--- src/rtl/akuma_anim_ctrl.sv ---
// -----------------------------------------------------------------------------
// akuma_anim_ctrl
//   Per-frame motion and animation sequencer for the Akuma sprite. On every
//   frame_tick the player command levels are turned into a new sprite
//   position, facing direction, action state and animation frame index.
//   Nothing changes between ticks; every output is a flop.
//
// Ports
//   vga_clk        pixel clock, all logic on its rising edge
//   Reset          synchronous, active-high; wins over frame_tick
//   frame_tick     one-cycle pulse per video frame
//   move_left/right, punch, kick, jump   level commands
//   AkumaX/AkumaY  sprite top-left corner (px)
//   facing_left    1 = left-facing sprite set
//   anim_state     0 IDLE, 1 WALK, 2 PUNCH, 3 KICK, 4 JUMP_UP, 5 JUMP_DOWN
//   anim_frame     frame index within the current state
//   attack_active  hit window for collision logic
//   busy           high in PUNCH/KICK/JUMP_UP/JUMP_DOWN
// -----------------------------------------------------------------------------
module akuma_anim_ctrl #(
  parameter int X_START         = 100,
  parameter int X_MIN           = 0,
  parameter int X_MAX           = 498,
  parameter int GROUND_Y        = 240,
  parameter int WALK_STEP       = 4,
  parameter int JUMP_STEP       = 8,
  parameter int JUMP_HEIGHT     = 96,
  parameter int TICKS_PER_FRAME = 6,
  parameter int PUNCH_FRAMES    = 3,
  parameter int KICK_FRAMES     = 4
) (
  input  logic       vga_clk,
  input  logic       Reset,
  input  logic       frame_tick,
  input  logic       move_left,
  input  logic       move_right,
  input  logic       punch,
  input  logic       kick,
  input  logic       jump,
  output logic [9:0] AkumaX,
  output logic [9:0] AkumaY,
  output logic       facing_left,
  output logic [2:0] anim_state,
  output logic [2:0] anim_frame,
  output logic       attack_active,
  output logic       busy
);

  typedef enum logic [2:0] {
    ST_IDLE      = 3'd0,
    ST_WALK      = 3'd1,
    ST_PUNCH     = 3'd2,
    ST_KICK      = 3'd3,
    ST_JUMP_UP   = 3'd4,
    ST_JUMP_DOWN = 3'd5
  } state_t;

  localparam int TICK_W = (TICKS_PER_FRAME > 1) ? $clog2(TICKS_PER_FRAME) : 1;
  localparam logic [TICK_W-1:0] TICK_MAX = TICK_W'(TICKS_PER_FRAME - 1);

  localparam logic signed [10:0] X_MIN_S  = 11'(X_MIN);
  localparam logic signed [10:0] X_MAX_S  = 11'(X_MAX);
  localparam logic signed [10:0] GROUND_S = 11'(GROUND_Y);
  localparam logic signed [10:0] APEX_S   = 11'(GROUND_Y - JUMP_HEIGHT);
  localparam logic signed [10:0] WALK_S   = 11'(WALK_STEP);
  localparam logic signed [10:0] JUMP_S   = 11'(JUMP_STEP);

  localparam logic [9:0] X_RESET = 10'(X_START);
  localparam logic [9:0] Y_RESET = 10'(GROUND_Y);

  localparam logic [2:0] IDLE_LAST  = 3'd1;
  localparam logic [2:0] WALK_LAST  = 3'd3;
  localparam logic [2:0] PUNCH_LAST = 3'(PUNCH_FRAMES - 1);
  localparam logic [2:0] KICK_LAST  = 3'(KICK_FRAMES - 1);
  localparam logic [2:0] PUNCH_HIT  = 3'd1;
  localparam logic [2:0] KICK_HIT   = 3'd2;

  state_t            state_q, state_d;
  logic [9:0]        x_q, x_d, y_q, y_d;
  logic              facing_q, facing_d;
  logic [2:0]        frame_q, frame_d;
  logic [TICK_W-1:0] tick_q, tick_d;
  logic              attack_q, attack_d;
  logic              busy_q, busy_d;

  logic              dir_valid, tick_wrap;
  logic signed [10:0] x_ext, y_ext, x_moved, x_clamped, y_up, y_down;
  logic [2:0]        loop_last, act_last;

  // Shared datapath: signed 11-bit so a step past 0 goes negative and clamps
  // instead of wrapping.
  always_comb begin
    dir_valid = move_left ^ move_right;
    x_ext     = signed'({1'b0, x_q});
    y_ext     = signed'({1'b0, y_q});
    x_moved   = move_left ? (x_ext - WALK_S) : (x_ext + WALK_S);
    if (x_moved < X_MIN_S)
      x_clamped = X_MIN_S;
    else if (x_moved > X_MAX_S)
      x_clamped = X_MAX_S;
    else
      x_clamped = x_moved;
    y_up      = y_ext - JUMP_S;
    y_down    = y_ext + JUMP_S;
    tick_wrap = (tick_q == TICK_MAX);
    loop_last = (state_q == ST_WALK) ? WALK_LAST : IDLE_LAST;
    act_last  = (state_q == ST_PUNCH) ? PUNCH_LAST : KICK_LAST;
  end

  always_comb begin
    state_d  = state_q;
    x_d      = x_q;
    y_d      = y_q;
    facing_d = facing_q;
    frame_d  = frame_q;
    tick_d   = tick_q;

    if (frame_tick) begin
      case (state_q)
        ST_IDLE, ST_WALK: begin
          if (jump) begin
            state_d = ST_JUMP_UP;
            tick_d  = '0;
            frame_d = '0;
          end else if (punch) begin
            state_d = ST_PUNCH;
            tick_d  = '0;
            frame_d = '0;
          end else if (kick) begin
            state_d = ST_KICK;
            tick_d  = '0;
            frame_d = '0;
          end else begin
            state_d = dir_valid ? ST_WALK : ST_IDLE;
            if (dir_valid) begin
              x_d      = x_clamped[9:0];
              facing_d = move_left;
            end
            // IDLE<->WALK swaps restart the loop; staying keeps animating.
            if (state_d != state_q) begin
              tick_d  = '0;
              frame_d = '0;
            end else if (tick_wrap) begin
              tick_d  = '0;
              frame_d = (frame_q == loop_last) ? 3'd0 : frame_q + 3'd1;
            end else begin
              tick_d = tick_q + 1'b1;
            end
          end
        end

        ST_PUNCH, ST_KICK: begin
          // Commands and position frozen; leave on the last tick of the last frame.
          if (tick_wrap && (frame_q == act_last)) begin
            state_d = ST_IDLE;
            tick_d  = '0;
            frame_d = '0;
          end else if (tick_wrap) begin
            tick_d  = '0;
            frame_d = frame_q + 3'd1;
          end else begin
            tick_d = tick_q + 1'b1;
          end
        end

        ST_JUMP_UP: begin
          if (dir_valid) x_d = x_clamped[9:0];
          if (y_up <= APEX_S) begin
            y_d     = APEX_S[9:0];
            state_d = ST_JUMP_DOWN;
            tick_d  = '0;
            frame_d = 3'd1;
          end else begin
            y_d = y_up[9:0];
          end
        end

        ST_JUMP_DOWN: begin
          if (dir_valid) x_d = x_clamped[9:0];
          if (y_down >= GROUND_S) begin
            y_d     = GROUND_S[9:0];
            state_d = ST_IDLE;
            tick_d  = '0;
            frame_d = '0;
          end else begin
            y_d = y_down[9:0];
          end
        end

        default: begin
          state_d = ST_IDLE;
          tick_d  = '0;
          frame_d = '0;
        end
      endcase
    end

    // Decoded from next-state values so they line up with anim_state/frame.
    attack_d = ((state_d == ST_PUNCH) && (frame_d == PUNCH_HIT)) ||
               ((state_d == ST_KICK)  && (frame_d == KICK_HIT));
    busy_d   = (state_d == ST_PUNCH) || (state_d == ST_KICK) ||
               (state_d == ST_JUMP_UP) || (state_d == ST_JUMP_DOWN);
  end

  always_ff @(posedge vga_clk) begin
    if (Reset) begin
      state_q  <= ST_IDLE;
      x_q      <= X_RESET;
      y_q      <= Y_RESET;
      facing_q <= 1'b0;
      frame_q  <= '0;
      tick_q   <= '0;
      attack_q <= 1'b0;
      busy_q   <= 1'b0;
    end else begin
      state_q  <= state_d;
      x_q      <= x_d;
      y_q      <= y_d;
      facing_q <= facing_d;
      frame_q  <= frame_d;
      tick_q   <= tick_d;
      attack_q <= attack_d;
      busy_q   <= busy_d;
    end
  end

  assign AkumaX        = x_q;
  assign AkumaY        = y_q;
  assign facing_left   = facing_q;
  assign anim_state    = state_q;
  assign anim_frame    = frame_q;
  assign attack_active = attack_q;
  assign busy          = busy_q;

endmodule

--- config.mk ---
export PLATFORM = sky130hd
export DESIGN_NAME = akuma_anim_ctrl
export DESIGN_NICKNAME = d
export VERILOG_FILES = /design/src/rtl/akuma_anim_ctrl.sv
export SDC_FILE = /design/constraint.sdc
export NUM_CORES = 1
export LEC_CHECK = 0
export ABC_AREA = 1
export CAP_MARGIN = 10
export CORE_MARGIN = 5
export CORE_UTILIZATION = 25
export CTS_CLUSTER_DIAMETER = 80
export DETAILED_ROUTE_END_ITERATION = 6
export PLACE_DENSITY = 0.49
export SYNTH_ARGS = -nofsm -noshare
export SYNTH_HDL_FRONTEND = slang
export SYNTH_SLANG_ARGS = --single-unit
--- constraint.sdc ---
create_clock -name vga_clk -period 6.75 [get_ports vga_clk]
set_clock_uncertainty 0.2 [all_clocks]
set_input_delay 1.6875 -clock vga_clk [delete_from_list [all_inputs] [get_ports vga_clk]]
set_output_delay 1.6875 -clock vga_clk [all_outputs]
set_load 0.05 [all_outputs]
# Yosys cells after proc, flatten, opt, wreduce, memory -nomap -nowiden
# Cells that the tools add are included.
# W data, S select, Z words.
dict set report word_totals {
  latch_bits 0
  ram_bits 0
  elab_cells 102
  input_bits 8
  reg_bits 32
  out_inout_bits 29
  n_memories 0
  mem_bits_ro 0
}
dict set report op_classes {
  n_div 0
  mux 43
  order_cmp 4
  n_shift 0
  n_eq_ne 20
  bitwise_logic 4
  n_reduce_logical 17
  mul 0
  addsub 6
}
# cell count
set op_table {}
lappend op_table {{$mux W10} 8}
lappend op_table {{$mux W3} 24}
lappend op_table {{$pmux W10 S2} 2}
lappend op_table {{$pmux W3 S4} 3}
lappend op_table {{$eq A3 B2 Y1 const B} 5}
lappend op_table {{$eq A3 B3 Y1 const B} 5}
lappend op_table {{$add A10 B3 Y11 const B} 1}
lappend op_table {{$add A10 B4 Y11 const B} 1}
lappend op_table {{$ge A11 B9 Y1 const B} 1}
lappend op_table {{$gt A11 B10 Y1 const B} 1}
lappend op_table {{$le A11 B9 Y1 const B} 1}
lappend op_table {{$lt A11 B1 Y1 const B} 1}
lappend op_table {{$mux W11} 1}
lappend op_table {{$sub A10 B3 Y11 const B} 1}
lappend op_table {{$sub A10 B4 Y11 const B} 1}
lappend op_table {{$ne A2 B2 Y1 const B} 5}
lappend op_table {{$add A3 B1 Y3 const B} 2}
lappend op_table {{$eq A3 B1 Y1 const B} 2}
lappend op_table {{$eq A3 B2 Y1} 2}
lappend op_table {{$mux W2} 3}
lappend op_table {{$reduce_and A6 Y1} 1}
lappend op_table {{$reduce_or A2 Y1} 3}
lappend op_table {{$reduce_and A5 Y1} 1}
lappend op_table {{$logic_or A1 B1 Y1} 4}
lappend op_table {{9 further kinds} 15}

# Longest topological paths before layout
dict set report depth {
  depth_word 14
  ltp_mapped 19
}

# Least setup slack after synthesis
# No wires, ideal clock.
dict set report synth_timing {
  path_kind {input -> register}
  start {in move_left}
  end {reg x_q[7], in the netlist AkumaX[7]}
  t_arrival_ns 3.207
  setup_slack_ns 3.273
  path_buffers 0
  setup_time_ns 0.071
  stages 13
  path_cell_list {inv_1 > fa_1 > o21ai_2 > nand2_1 > o21ai_0 > nand2_1 > nand2_1 > nand3_2 > nand2_1 > nand2_2 > nand2_1 > nand2_1 > a21oi_1}
}
dict set report synth_via {
  elab_chain_len 9
}
# item line_no
set synth_lines {}
lappend synth_lines {{from (decl)} 35} ;# input logic move_left,
lappend synth_lines {{$mux W11} 96} ;# x_moved = move_left ? (x_ext - WALK_S) : (x_ext + WALK_S);
lappend synth_lines {{$gt A11 B10 Y1} 99} ;# else if (x_moved > X_MAX_S)
lappend synth_lines {{$mux W10} 99}
lappend synth_lines {{$mux W10} 97} ;# if (x_moved < X_MIN_S)
lappend synth_lines {{$mux W10 *} {135, 167, 179}}
lappend synth_lines {{$mux W10} 129} ;# end else if (kick) begin
lappend synth_lines {{$mux W10} 125} ;# end else if (punch) begin
lappend synth_lines {{$mux W10} 121} ;# if (jump) begin
lappend synth_lines {{$pmux W10 S2 *} 119} ;# case (state_q)
lappend synth_lines {{to (signal assigned)} 208} ;# x_q <= X_RESET;
lappend synth_lines {{to (signal assigned)} 217} ;# x_q <= x_d;
lappend synth_lines {{to (decl)} 79} ;# logic [9:0] x_q, x_d, y_q, y_d;
# Every way passes the cells marked *; elsewhere a longest branch is shown, timed or not. The select of a mux whose other input is x is not followed.
# A chain may end at the register's enable or synchronous reset.

# Final worst setup path
# Same ends and word-level chain as after synthesis.

==> impl_metrics.json <==
{
  "outcome": "finished, final reports clean",
  "arr_time_crit_path_ns": 4.21,
  "grt_max_degree": 19,
  "endpoint_class_of_the_critical_path": "register",
  "grt.total_usage_pct": 11.3,
  "drc_errors": 0,
  "pwr_density_cell_nw_per_um2": 153,
  "syn2layout_area_growth_pct": 18.0,
  "syn_inst": 367,
  "die_h_um": 107,
  "worstReg2RegStart": "AkumaY[3]",
  "number_of_antenna_violations_at_the_first_check_in_global_routing": 0,
  "clk_pin_slew_worst_paths_ns": 0.10,
  "yosys_warnings": 0,
  "dpl_cell_area_um2": 2730,
  "grt_setup_unrepaired": "false",
  "io_buffers": 32,
  "grt_remaining_overflow": 0,
  "post_synth_num_cell_types": 40,
  "gp_congestion": 0.845,
  "cts-htree-levels": 1,
  "drive_gt1_share_pct": 9.41,
  "fin_tns_setup_ns": 0,
  "reg2reg_to": "attack_active",
  "ys_seq_elements": 28,
  "cts-hold-fix-buffers": 0,
  "ctsRootBufferMaster": "sky130_fd_sc_hd__clkbuf_8",
  "core_region_area_um2": 9200,
  "cellLeakagePower_nw": 1.25,
  "synth.top_cell.area_share_pct": 23.9,
  "timing.critical_path.required_ns": 6.76,
  "floorplan.io_pins": 37,
  "crit_type": "input port to register",
  "tritoncts": "done",
  "detail_route_antenna_nets": 0,
  "holdCritPathClass": "register to register",
  "multiInputGateArea_um2": 1510,
  "finish.instance_area_um2": 2770,
  "die_width_um": 107,
  "final_layout_net_count": 416,
  "timing_worst_slew_pin_value_ns": 0.730,
  "hold_path_startpoint": "tick_q[2]",
  "post_drt_wl_per_cell_um": 12.4,
  "clock_latency_of_the_later_clocked_register_in_the_worst_skew_pair_ns": 0.28,
  "crit_fanout": 10,
  "dr.first_iter.drc_count": 105,
  "cts_made_buffers": 3,
  "postCtsResizedCells": 0,
  "fin_crit_sh_pct": 62.1,
  "crit_path_start_kind": "input port",
  "drv_slew": 0,
  "cts_num_sinks": 28,
  "regArea_um2": 561,
  "first_global_vias": 2233,
  "drt_pre_antenna_iters": 4,
  "setup.reg_to_reg.worst_slack_ns": 4.26,
  "final_setup_violation_count": 0,
  "yosys-top-cells-area": "sky130_fd_sc_hd__dfxtp_1, sky130_fd_sc_hd__nand2_1, sky130_fd_sc_hd__inv_1, sky130_fd_sc_hd__nand3_1, sky130_fd_sc_hd__ha_1",
  "drt_wl_total_mm": 6.25,
  "max_slew_margin_pct": 51.2,
  "start_util_pct": 25.5,
  "dp.final_hpwl_mm": 4.99,
  "wire_length_of_the_first_global_routing_pass_mm": 10.6,
  "post-route-min-period_ns": 4.19,
  "num_antenna_cells": 0,
  "min_to": "tick_q[2]",
  "layout_commonest_cell": "sky130_fd_sc_hd__nand2_1",
  "fillerInstances": 1042,
  "maxClockFrequency_mhz": 238,
  "post-route-util_pct": 30.1,
  "ctsLongestPathBuffers": 2,
  "vdd_ir_drop_max_v": 0.0000734,
  "postCtsSetupBuffers": 0,
  "avg_vias_per_cell": 4.68,
  "synth.largest_area_cell": "sky130_fd_sc_hd__dfxtp_1",
  "timing.reg2reg.worst_path_depth": 14,
  "final-hold-violation-count": 0,
  "hold-path-cell-count": 2,
  "max_cap_viol_count": 0,
  "synthesis.area_um2": 2350,
  "layout_common_cells": "sky130_fd_sc_hd__nand2_1, sky130_fd_sc_hd__inv_1, sky130_fd_sc_hd__nor2_1",
  "detailroute.via_count": 2358,
  "floorplan.rows": 35,
  "post_synth.cell_area_avg_um2": 6.40,
  "fp.dieArea_um2": 11400,
  "synth-seq-area-share_pct": 23.9
}
[metrics by stage]
stage / hold WS, ns / setup slack [ns] / total power, mW / std cells
final: 0.278 / 2.56 / 0.425 / 504
after global routing: 0.319 / 2.21 / 0.456 / 504
after CTS: 0.280 / 2.58 / 0.431 / 504
after detailed placement: 0.264 / 2.29 / 0.335 / 501
after global placement: 0.267 / 2.35 / 0.335 / 501
after floorplan: 0.245 / 3.27 / 0.299 / 370
[area by class of cell]
cell class | instances | area share [%]
timing repair buffer | 33 | 11.8
sequential | 28 | 20.2
clock buffer | 3 | 1.49
multi-input combinational | 279 | 54.7
tap | 111 | 5.01
inverter | 50 | 6.78
[cells in the mapped netlist (all sizes together)]
cell	count
inv	50
nor4	1
conb	1
a31oi	1
nand4	8
nor3	8
a211oi	6
o22ai	1
ha	12
xnor2	2
fa	1
o21a	1
a21oi	23
o311ai	1
nand2	98
nor3b	1
clkbuf	3
o211ai	9
xor2	3
or2	4
nand3	35
dfxtp	28
o21ai	16
buf	10
o221ai	1
nor2	43
[cells by family after synthesis]
kind of cell               Yosys count  share of synthesized area, %
DFF                                 28                          23.9
xor gates and xnor gates             5                          1.87
AOI/OAI and AO/OA                   59                          15.7
other                                1                         0.160
buffers and inverters               63                          12.1
and+or+nand+nor                    198                          39.0
adders and majority gates           13                          7.25
[state kept, by name (all words and copies together), names as in the netlist]
signal / flops
anim_state: 3
AkumaX: 9
anim_frame: 3
AkumaY: 7
busy: 1
facing_left: 1
attack_active: 1
tick_q: 3
[worst max path at each step]
stage	startpoint	end	slack, ns	depth (start not counted)
6_report	move_left	AkumaX[7]	2.56	12
2_1_floorplan	move_left	AkumaX[7]	3.27	13
3_3_place_gp	move_left	AkumaX[7]	2.35	14
3_5_place_dp	move_left	AkumaX[7]	2.29	12
5_1_grt	move_left	AkumaX[8]	2.21	14
4_1_cts	move_left	AkumaX[7]	2.58	14
[routing by layer]
metal	vias up	GRT usage, %	share of wire, %
met5	-	0	0
met1	1071	14.8	48
li1	1247	-	-
met3	5	2.11	4.2
met2	35	19.6	47
met4	0	1.64	0.56
[critical path, cell delays in order]
cell and delay [ns]:
sky130_fd_sc_hd__clkdlybuf4s50_1 0.71, sky130_fd_sc_hd__inv_1 0.18, sky130_fd_sc_hd__fa_1 0.49, sky130_fd_sc_hd__xnor2_1 0.23
sky130_fd_sc_hd__o311ai_0 0.15, sky130_fd_sc_hd__nor3_1 0.20, sky130_fd_sc_hd__nand3_2 0.11, sky130_fd_sc_hd__nand2_1 0.12
sky130_fd_sc_hd__nand2_2 0.08, sky130_fd_sc_hd__nand2_1 0.07, sky130_fd_sc_hd__nand2_1 0.05, sky130_fd_sc_hd__a21oi_1 0.12
[power by group]
| group | internal (mW) | leakage, nW | total (mW) | switching [mW] |
|---|---|---|---|---|
| sequential | 0.172 | 0.228 | 0.184 | 0.0116 |
| clock | 0.0402 | 0.0216 | 0.0942 | 0.0539 |
| combinational | 0.0483 | 1.00 | 0.147 | 0.0989 |
No activity file was read; power rests on OpenSTA's default activity.
